`src/rtl/uart_seq_pkg.sv`:
```
// Shared definitions for the UART command sequencer.
//   OP_* : command / UART ren_wen encoding (0 NOP, 1 WRITE, 2 READ, 3 CLEAR)
//   state_t : sequencer FSM states
//   GAP_CNT_W : width of the inter-operation gap counter
package uart_seq_pkg;

  localparam logic [1:0] OP_NOP   = 2'd0;
  localparam logic [1:0] OP_WRITE = 2'd1;
  localparam logic [1:0] OP_READ  = 2'd2;
  localparam logic [1:0] OP_CLEAR = 2'd3;

  typedef enum logic [1:0] {
    IDLE  = 2'd0,
    ISSUE = 2'd1,
    HOLD  = 2'd2,
    GAP   = 2'd3
  } state_t;

  localparam int GAP_CNT_W = 4;

endpackage

```
`src/rtl/uart_cmd_sequencer.sv`:
```
// Command-side front end for the tapeout UART.
// Turns a valid/ready command stream into the UART's edge-triggered control
// word {ren_wen[1:0], rate_sel[1:0]}, keeps tx data stable across the UART's
// registered strobe, enforces an idle gap between operations and returns
// captured rx bytes on a valid/ready response port.
//
// Ports:
//   clk, nReset           clock, asynchronous active-low reset
//   cmd_valid/cmd_ready   command handshake; cmd_op (0 NOP,1 WRITE,2 READ,3 CLEAR)
//   cmd_wdata             byte sent on WRITE
//   rate_sel              baud select, forwarded to uart_control[1:0]
//   rsp_valid/rsp_ready   response handshake; rsp_data holds the captured byte
//   uart_control          [3:2] op, [1:0] rate, to the UART
//   uart_tx_data          byte presented to the UART
//   uart_rx_data          UART rx byte, valid the cycle after a READ is registered
//   busy                  high whenever the sequencer is not IDLE
//
// GAP_CYCLES: zero-op cycles after each operation, legal range 1..15.
module uart_cmd_sequencer
  import uart_seq_pkg::*;
#(
  parameter int GAP_CYCLES = 1
) (
  input  logic       clk,
  input  logic       nReset,
  input  logic       cmd_valid,
  output logic       cmd_ready,
  input  logic [1:0] cmd_op,
  input  logic [7:0] cmd_wdata,
  input  logic [1:0] rate_sel,
  output logic       rsp_valid,
  input  logic       rsp_ready,
  output logic [7:0] rsp_data,
  output logic [3:0] uart_control,
  output logic [7:0] uart_tx_data,
  input  logic [7:0] uart_rx_data,
  output logic       busy
);

  localparam logic [GAP_CNT_W-1:0] GAP_LOAD = GAP_CNT_W'(GAP_CYCLES - 1);

  state_t                 state;
  logic [1:0]             ctrl_op;   // latched op, doubles as control[3:2]
  logic [1:0]             rate_q;
  logic [GAP_CNT_W-1:0]   gap_cnt;
  logic                   accept;

  // Ready depends on registered state only, never on cmd_valid.
  assign cmd_ready    = (state == IDLE) && !rsp_valid;
  assign accept       = cmd_valid && cmd_ready;
  assign busy         = (state != IDLE);
  assign uart_control = {ctrl_op, rate_q};

  always_ff @(posedge clk or negedge nReset) begin
    if (!nReset) begin
      state        <= IDLE;
      ctrl_op      <= OP_NOP;
      rate_q       <= 2'b00;
      gap_cnt      <= '0;
      uart_tx_data <= 8'h00;
      rsp_valid    <= 1'b0;
      rsp_data     <= 8'h00;
    end else begin
      if (rsp_valid && rsp_ready) begin
        rsp_valid <= 1'b0;
      end

      case (state)
        // Baud select tracks the input only while idle; it is frozen for the
        // whole operation so the UART never sees a mid-frame rate change.
        IDLE: begin
          rate_q <= rate_sel;
          if (accept && (cmd_op != OP_NOP)) begin
            ctrl_op <= cmd_op;
            state   <= ISSUE;
            if (cmd_op == OP_WRITE) begin
              uart_tx_data <= cmd_wdata;
            end
          end
        end

        // The UART registers the 0->op edge at the end of this cycle.
        ISSUE: begin
          state <= HOLD;
        end

        // Op stays asserted so no second edge is seen; rx data is valid now.
        HOLD: begin
          ctrl_op <= OP_NOP;
          gap_cnt <= GAP_LOAD;
          state   <= GAP;
          if (ctrl_op == OP_READ) begin
            rsp_data  <= uart_rx_data;
            rsp_valid <= 1'b1;
          end
        end

        GAP: begin
          if (gap_cnt == '0) begin
            state <= IDLE;
          end else begin
            gap_cnt <= gap_cnt - 1'b1;
          end
        end

        default: begin
          state <= IDLE;
        end
      endcase
    end
  end

endmodule

```
`config.mk`:
```
export PLATFORM = sky130hd
export DESIGN_NAME = uart_cmd_sequencer
export DESIGN_NICKNAME = d
export VERILOG_FILES = /design/src/rtl/uart_seq_pkg.sv /design/src/rtl/uart_cmd_sequencer.sv
export SDC_FILE = /design/constraint.sdc
export NUM_CORES = 1
export LEC_CHECK = 0
export BUFFER_PORTS_ARGS = -buffer_cell sky130_fd_sc_hd__clkbuf_2
export CAP_MARGIN = 20
export CORE_MARGIN = 1
export CORE_UTILIZATION = 51
export DETAILED_ROUTE_END_ITERATION = 6
export PLACE_DENSITY = 0.83
export SKIP_LAST_GASP = 1
export SYNTH_ARGS = -nofsm -noshare
export SYNTH_HDL_FRONTEND = slang
export SYNTH_SLANG_ARGS = --single-unit
```
`constraint.sdc`:
```
create_clock -name clk -period 4.2 [get_ports clk]
set_input_delay 0.42 -clock clk [delete_from_list [all_inputs] [get_ports clk]]
set_output_delay 0.42 -clock clk [all_outputs]
set_load 0.01 [all_outputs]
```
-- Word level (Yosys, flattened, before mapping)
Cells that the tools add are included.
- register bits: 27
- input bits: 24
- output and inout bits: 23
- $add $sub $neg: 1
- equality and inequality tests: 8
- muxes and demuxes: 10
- reductions and logical operators: 16
- operator list (operator ; count):
    2-bit one-hot mux with 4 select lines ; 1
    4-bit one-hot mux with 2 select lines ; 1
    2-bit AND reduction ; 4
    2-bit nonzero test ; 4
    2-bit equality test (second input constant) ; 3
    2-bit two-way mux ; 3
    2-bit by 1-bit equality test with 1-bit output (second input constant) ; 2
    1-bit logical AND ; 4
    4-bit zero test ; 1
    4-bit two-way mux ; 1
    2-bit inequality test (second input constant) ; 2
    2-bit one-hot mux with 2 select lines ; 1
    4-bit by 1-bit subtractor with 4-bit output (second input constant) ; 1
    1-bit two-way mux ; 3
    3-bit AND reduction ; 1
    2-bit zero test ; 1
    2-bit by 1-bit inequality test with 1-bit output (second input constant) ; 1
    1-bit zero test ; 1

-- Longest topological paths before layout
- depth in word-level cells: 6
- gate-level depth with buffers: 6

-- Worst setup path before layout
No wires, ideal clock.
- path type: flip-flop to flip-flop
- start: reg state[0]
- end: reg state[1]
- arrival: 1423 ps
- path slack: 2652 ps
- cell stages (with the launch flop): 7
- buffers on the path: 0
- period minus slack after synthesis: 1548 ps
- cell sequence: dfrtp_1 -> inv_1 -> ha_1 -> inv_1 -> a21oi_2 -> nand2b_2 -> mux2_4
- word-level cells in the longest chain between the ends: 6
- elaborated cells between the ends (all ways): 11
- classes of those cells: eq/ne (5); mux (1); reduce/logical (5)
- ends and longest elaborated chain (item ; line ; RTL):
    start, declared ; uart_cmd_sequencer.sv:42 ; state_t state;
    start signal, assigned ; uart_cmd_sequencer.sv:56 ; state <= IDLE;
    start signal, assigned ; uart_cmd_sequencer.sv:75 ; state <= ISSUE;
    start signal, assigned ; uart_cmd_sequencer.sv:84 ; state <= HOLD;
    2-bit zero test ; uart_cmd_sequencer.sv:49, uart_cmd_sequencer.sv:68 ;
    1-bit logical AND ; uart_cmd_sequencer.sv:49 ; assign cmd_ready = (state == IDLE) && !rsp_valid;
    1-bit logical AND ; uart_cmd_sequencer.sv:50 ; assign accept = cmd_valid && cmd_ready;
    1-bit logical AND ; uart_cmd_sequencer.sv:73 ; if (accept && (cmd_op != OP_NOP)) begin
    2-bit by 1-bit inequality test with 1-bit output (no source line) ; n/a ;
    2-bit AND reduction (no source line) ; n/a ;
Several ways; a longest one is shown, not always the timed one.
A chain may end at the register's enable or synchronous reset.

-- Worst setup path after layout
- start: reg state[0]
- end: out cmd_ready
- word-level cells in the longest chain between the ends: 2
- ends and longest elaborated chain (item ; line ; RTL):
    2-bit zero test ; uart_cmd_sequencer.sv:49 ;
    1-bit logical AND ; uart_cmd_sequencer.sv:49 ;
    end, declared ; uart_cmd_sequencer.sv:27 ; output logic cmd_ready,
No other way between the ends.

==> metrics.md <==
| Metric | Value |
|---|---|
| CTS tree | built |
| Row count | 17 |
| CP max FO | 5 |
| Die area | ~2600 um2 |
| Antenna viol nets, final | 0 |
| Commonest non-fill, non-tap cell in the layout | clkbuf_2 |
| Io pins | 47 |
| RSZ-0062 raised after global routing | no |
| Setup crit end kind | primary output |
| PwrDens | 630 nW/um2 |
| Clock buffer count from CTS | 3 |
| Clk_skew | ~0.0044 ns |
| Layout cell share with drive strength beyond 1 | between 50% and 60% |
| Buffer depth of the longest clock path | 2 |
| Routed wire length | 2.23 mm |
| Max-slew headroom | between 50% and 60% |
| Largest net degree at the start of global routing | 28 |
| Die Span Y | 50.9 um |
| Worst skew pair latency | approximately 0.32 ns |
| H-tree depth | 1 |
| Post-CTS Setup Inserts | 0 |
| Final slew viol count | 0 |
| Die W | approximately 50 um |
| Clk root buf | clkbuf_4 |
| Most frequent cells in the layout | clkbuf_2, dfrtp_1, mux2_2 |
| Synth unique cells | 28 |
| Final net count | around 170 |
| Maximum vdd drop | 0.000414 V |
| First-pass GRT wire length | 3.59 mm |
| Startpoint class of the critical path | register |
| Setup CP Type | reg -> out |
| Total grt overflow | 0 |
| Final count of hold timing violations | 0 |
| Antenna diodes | 0 |
| Vias in the first global route | 856 |
| Worst slew pin tran | roughly 0.65 ns |
| Tmin final | roughly 2.0 ns |
| Finished Core Util | roughly two thirds |
| Mean Syn Cell Area | 13.3 um2 |
| Seq/Total Area, Yosys | a little under three fifths |
| Outcome | finished clean |
| Overall Power | roughly 0.95 mW |
| Avg Vias per Cell | a little over 5 |
| CTS Hold Bufs | 0 |
| Period utilization | 46.9% |
| Post-cts sizing count | 0 |
| Core Region | approximately 2200 um2 |
| PortBufs | 46 |
| Fill count | between 150 and 200 |
| Leakage | ~0.79 nW |
| Hold Slack | approximately 0.097 ns |
| CP Data Required Time | around 3.8 ns |
| Placer congestion estimate | roughly 0.76 |
| Placed cell area | approximately 1500 um2 |
| Syn nets | between 100 and 150 |
| Layout area overhead | 24.2% |
| Setup-failing EPs final | 0 |
| Post-Layout Cell Count | 170 |
| WP data arrival | between 1.5 and 2 ns |
| DR WL/cell | 13.1 um |
| DR pass1 iterations | 5 |
| Clk sinks | 27 |
| FMAX | roughly 0.51 GHz |
| #FFs+latches synth | 27 |
| Syn. warnings | 0 |
| # Max-Cap Violations | 0 |
| Final setup margin | between 2 and 2.5 ns |
| # placed instances | about 170 |
| Initial core utilization | a little over half |
| Synth Cell Area | about 1200 um2 |
| Fin area | ~1500 um2 |
| Setup_tns | 0 ns |
| Pre-CTS setup slack | between 2 and 3 ns |
| Vias | ~880 |
| CTS clk-pin slew, worst paths | between 0.1 and 0.15 ns |
| Initial DRC count | 7 |
| Hold Crit Class | in -> async |
| Mapped Cells | approximately 90 |
| DRC | 0 |
| GR Util All Layers | between 10% and 20% |
| Initial antenna violation count | 0 |
| Dpl hpwl | between 1.5 and 2 mm |
-- power by group --
part / internal [mW] / total (mW) / switching, mW
Combinational: 0.207 / 0.415 / 0.207
Clock: 0.0363 / 0.113 / 0.0763
Sequential: 0.365 / 0.427 / 0.0621
-- cell usage after synthesis --
master / count / area, um2
or3_1: 1 / 6.26
a211oi_1: 1 / 7.51
a21oi_2: 1 / 8.76
mux2_1: 2 / 22.5
a22o_1: 1 / 8.76
o21ai_0: 4 / 20.0
mux2_2: 16 / 180
nor3b_4: 1 / 18.8
and3_1: 1 / 6.26
nand3_2: 1 / 10.0
nor2_1: 3 / 11.3
a21o_1: 3 / 22.5
or2b_1: 1 / 7.51
nor2b_2: 1 / 8.76
mux2i_1: 1 / 10.0
nand2b_2: 1 / 8.76
or2_1: 1 / 6.26
and2b_2: 1 / 8.76
mux2_4: 1 / 15.0
nand2_1: 4 / 15.0
nand4b_1: 1 / 8.76
a21oi_1: 3 / 15.0
ha_1: 5 / 62.6
inv_1: 6 / 22.5
nor2_4: 1 / 11.3
nor3_1: 2 / 10.0
nand3b_2: 1 / 11.3
dfrtp_1: 27 / 676
-- critical path: stages (launching register included) --
cell and delay, ns:
dfrtp_1 0.41, inv_1 0.12, ha_1 0.28, inv_1 0.14, nor2_1 0.13, clkbuf_2 0.14
-- per-layer routing --
metal	vias up	wire length [um]	track usage, %
met1	428	965	23.9
met2	31	1130	30.5
met3	0	135	5.06
met5	-	0	0
li1	418	-	-
met4	0	0	3.70
-- final cells by class --
cell class	instances	area, um2	area share (%)
Clock inverter	1	7.51	0.495
Tap cell	28	35.0	2.31
Inverter	6	22.5	1.49
Clock buffer	3	22.5	1.49
Timing Repair Buffer	46	230	15.2
Multi-Input combinational cell	59	522	34.4
Sequential cell	27	676	44.6
-- flip-flops by register name, summed over array words and instances (netlist names) --
signal	flops
rate_q	2
state	2
uart_tx_data	8
gap_cnt	4
rsp_data	8
ctrl_op	2
rsp_valid	1
-- path summary, 6_finish.rpt --
path / slack (ns) / from / end / depth (start not counted)
setup / recovery: 2.23 / state[0] / cmd_ready / 5
hold / removal: 0.1 / nReset / gap_cnt[1] / 1
min in group clk: 0.25 / rsp_ready / rsp_valid / 2
setup reg to reg: 2.52 / state[0] / state[1] / 6
hold reg to reg: 0.52 / rsp_data[6] / rsp_data[6] / 1
max in group asynchronous: 3.68 / nReset / ctrl_op[1] / 1
-- cell families after synthesis --
kind of cell / count (synthesis) / share of synthesized area, %
simple gates: 21 / 12.2
fa+ha+maj: 5 / 5.13
mux: 20 / 18.7
flops: 27 / 55.4
buf+inv: 6 / 1.85
compound gates: 13 / 6.77
(Power assumes the default switching activity.)
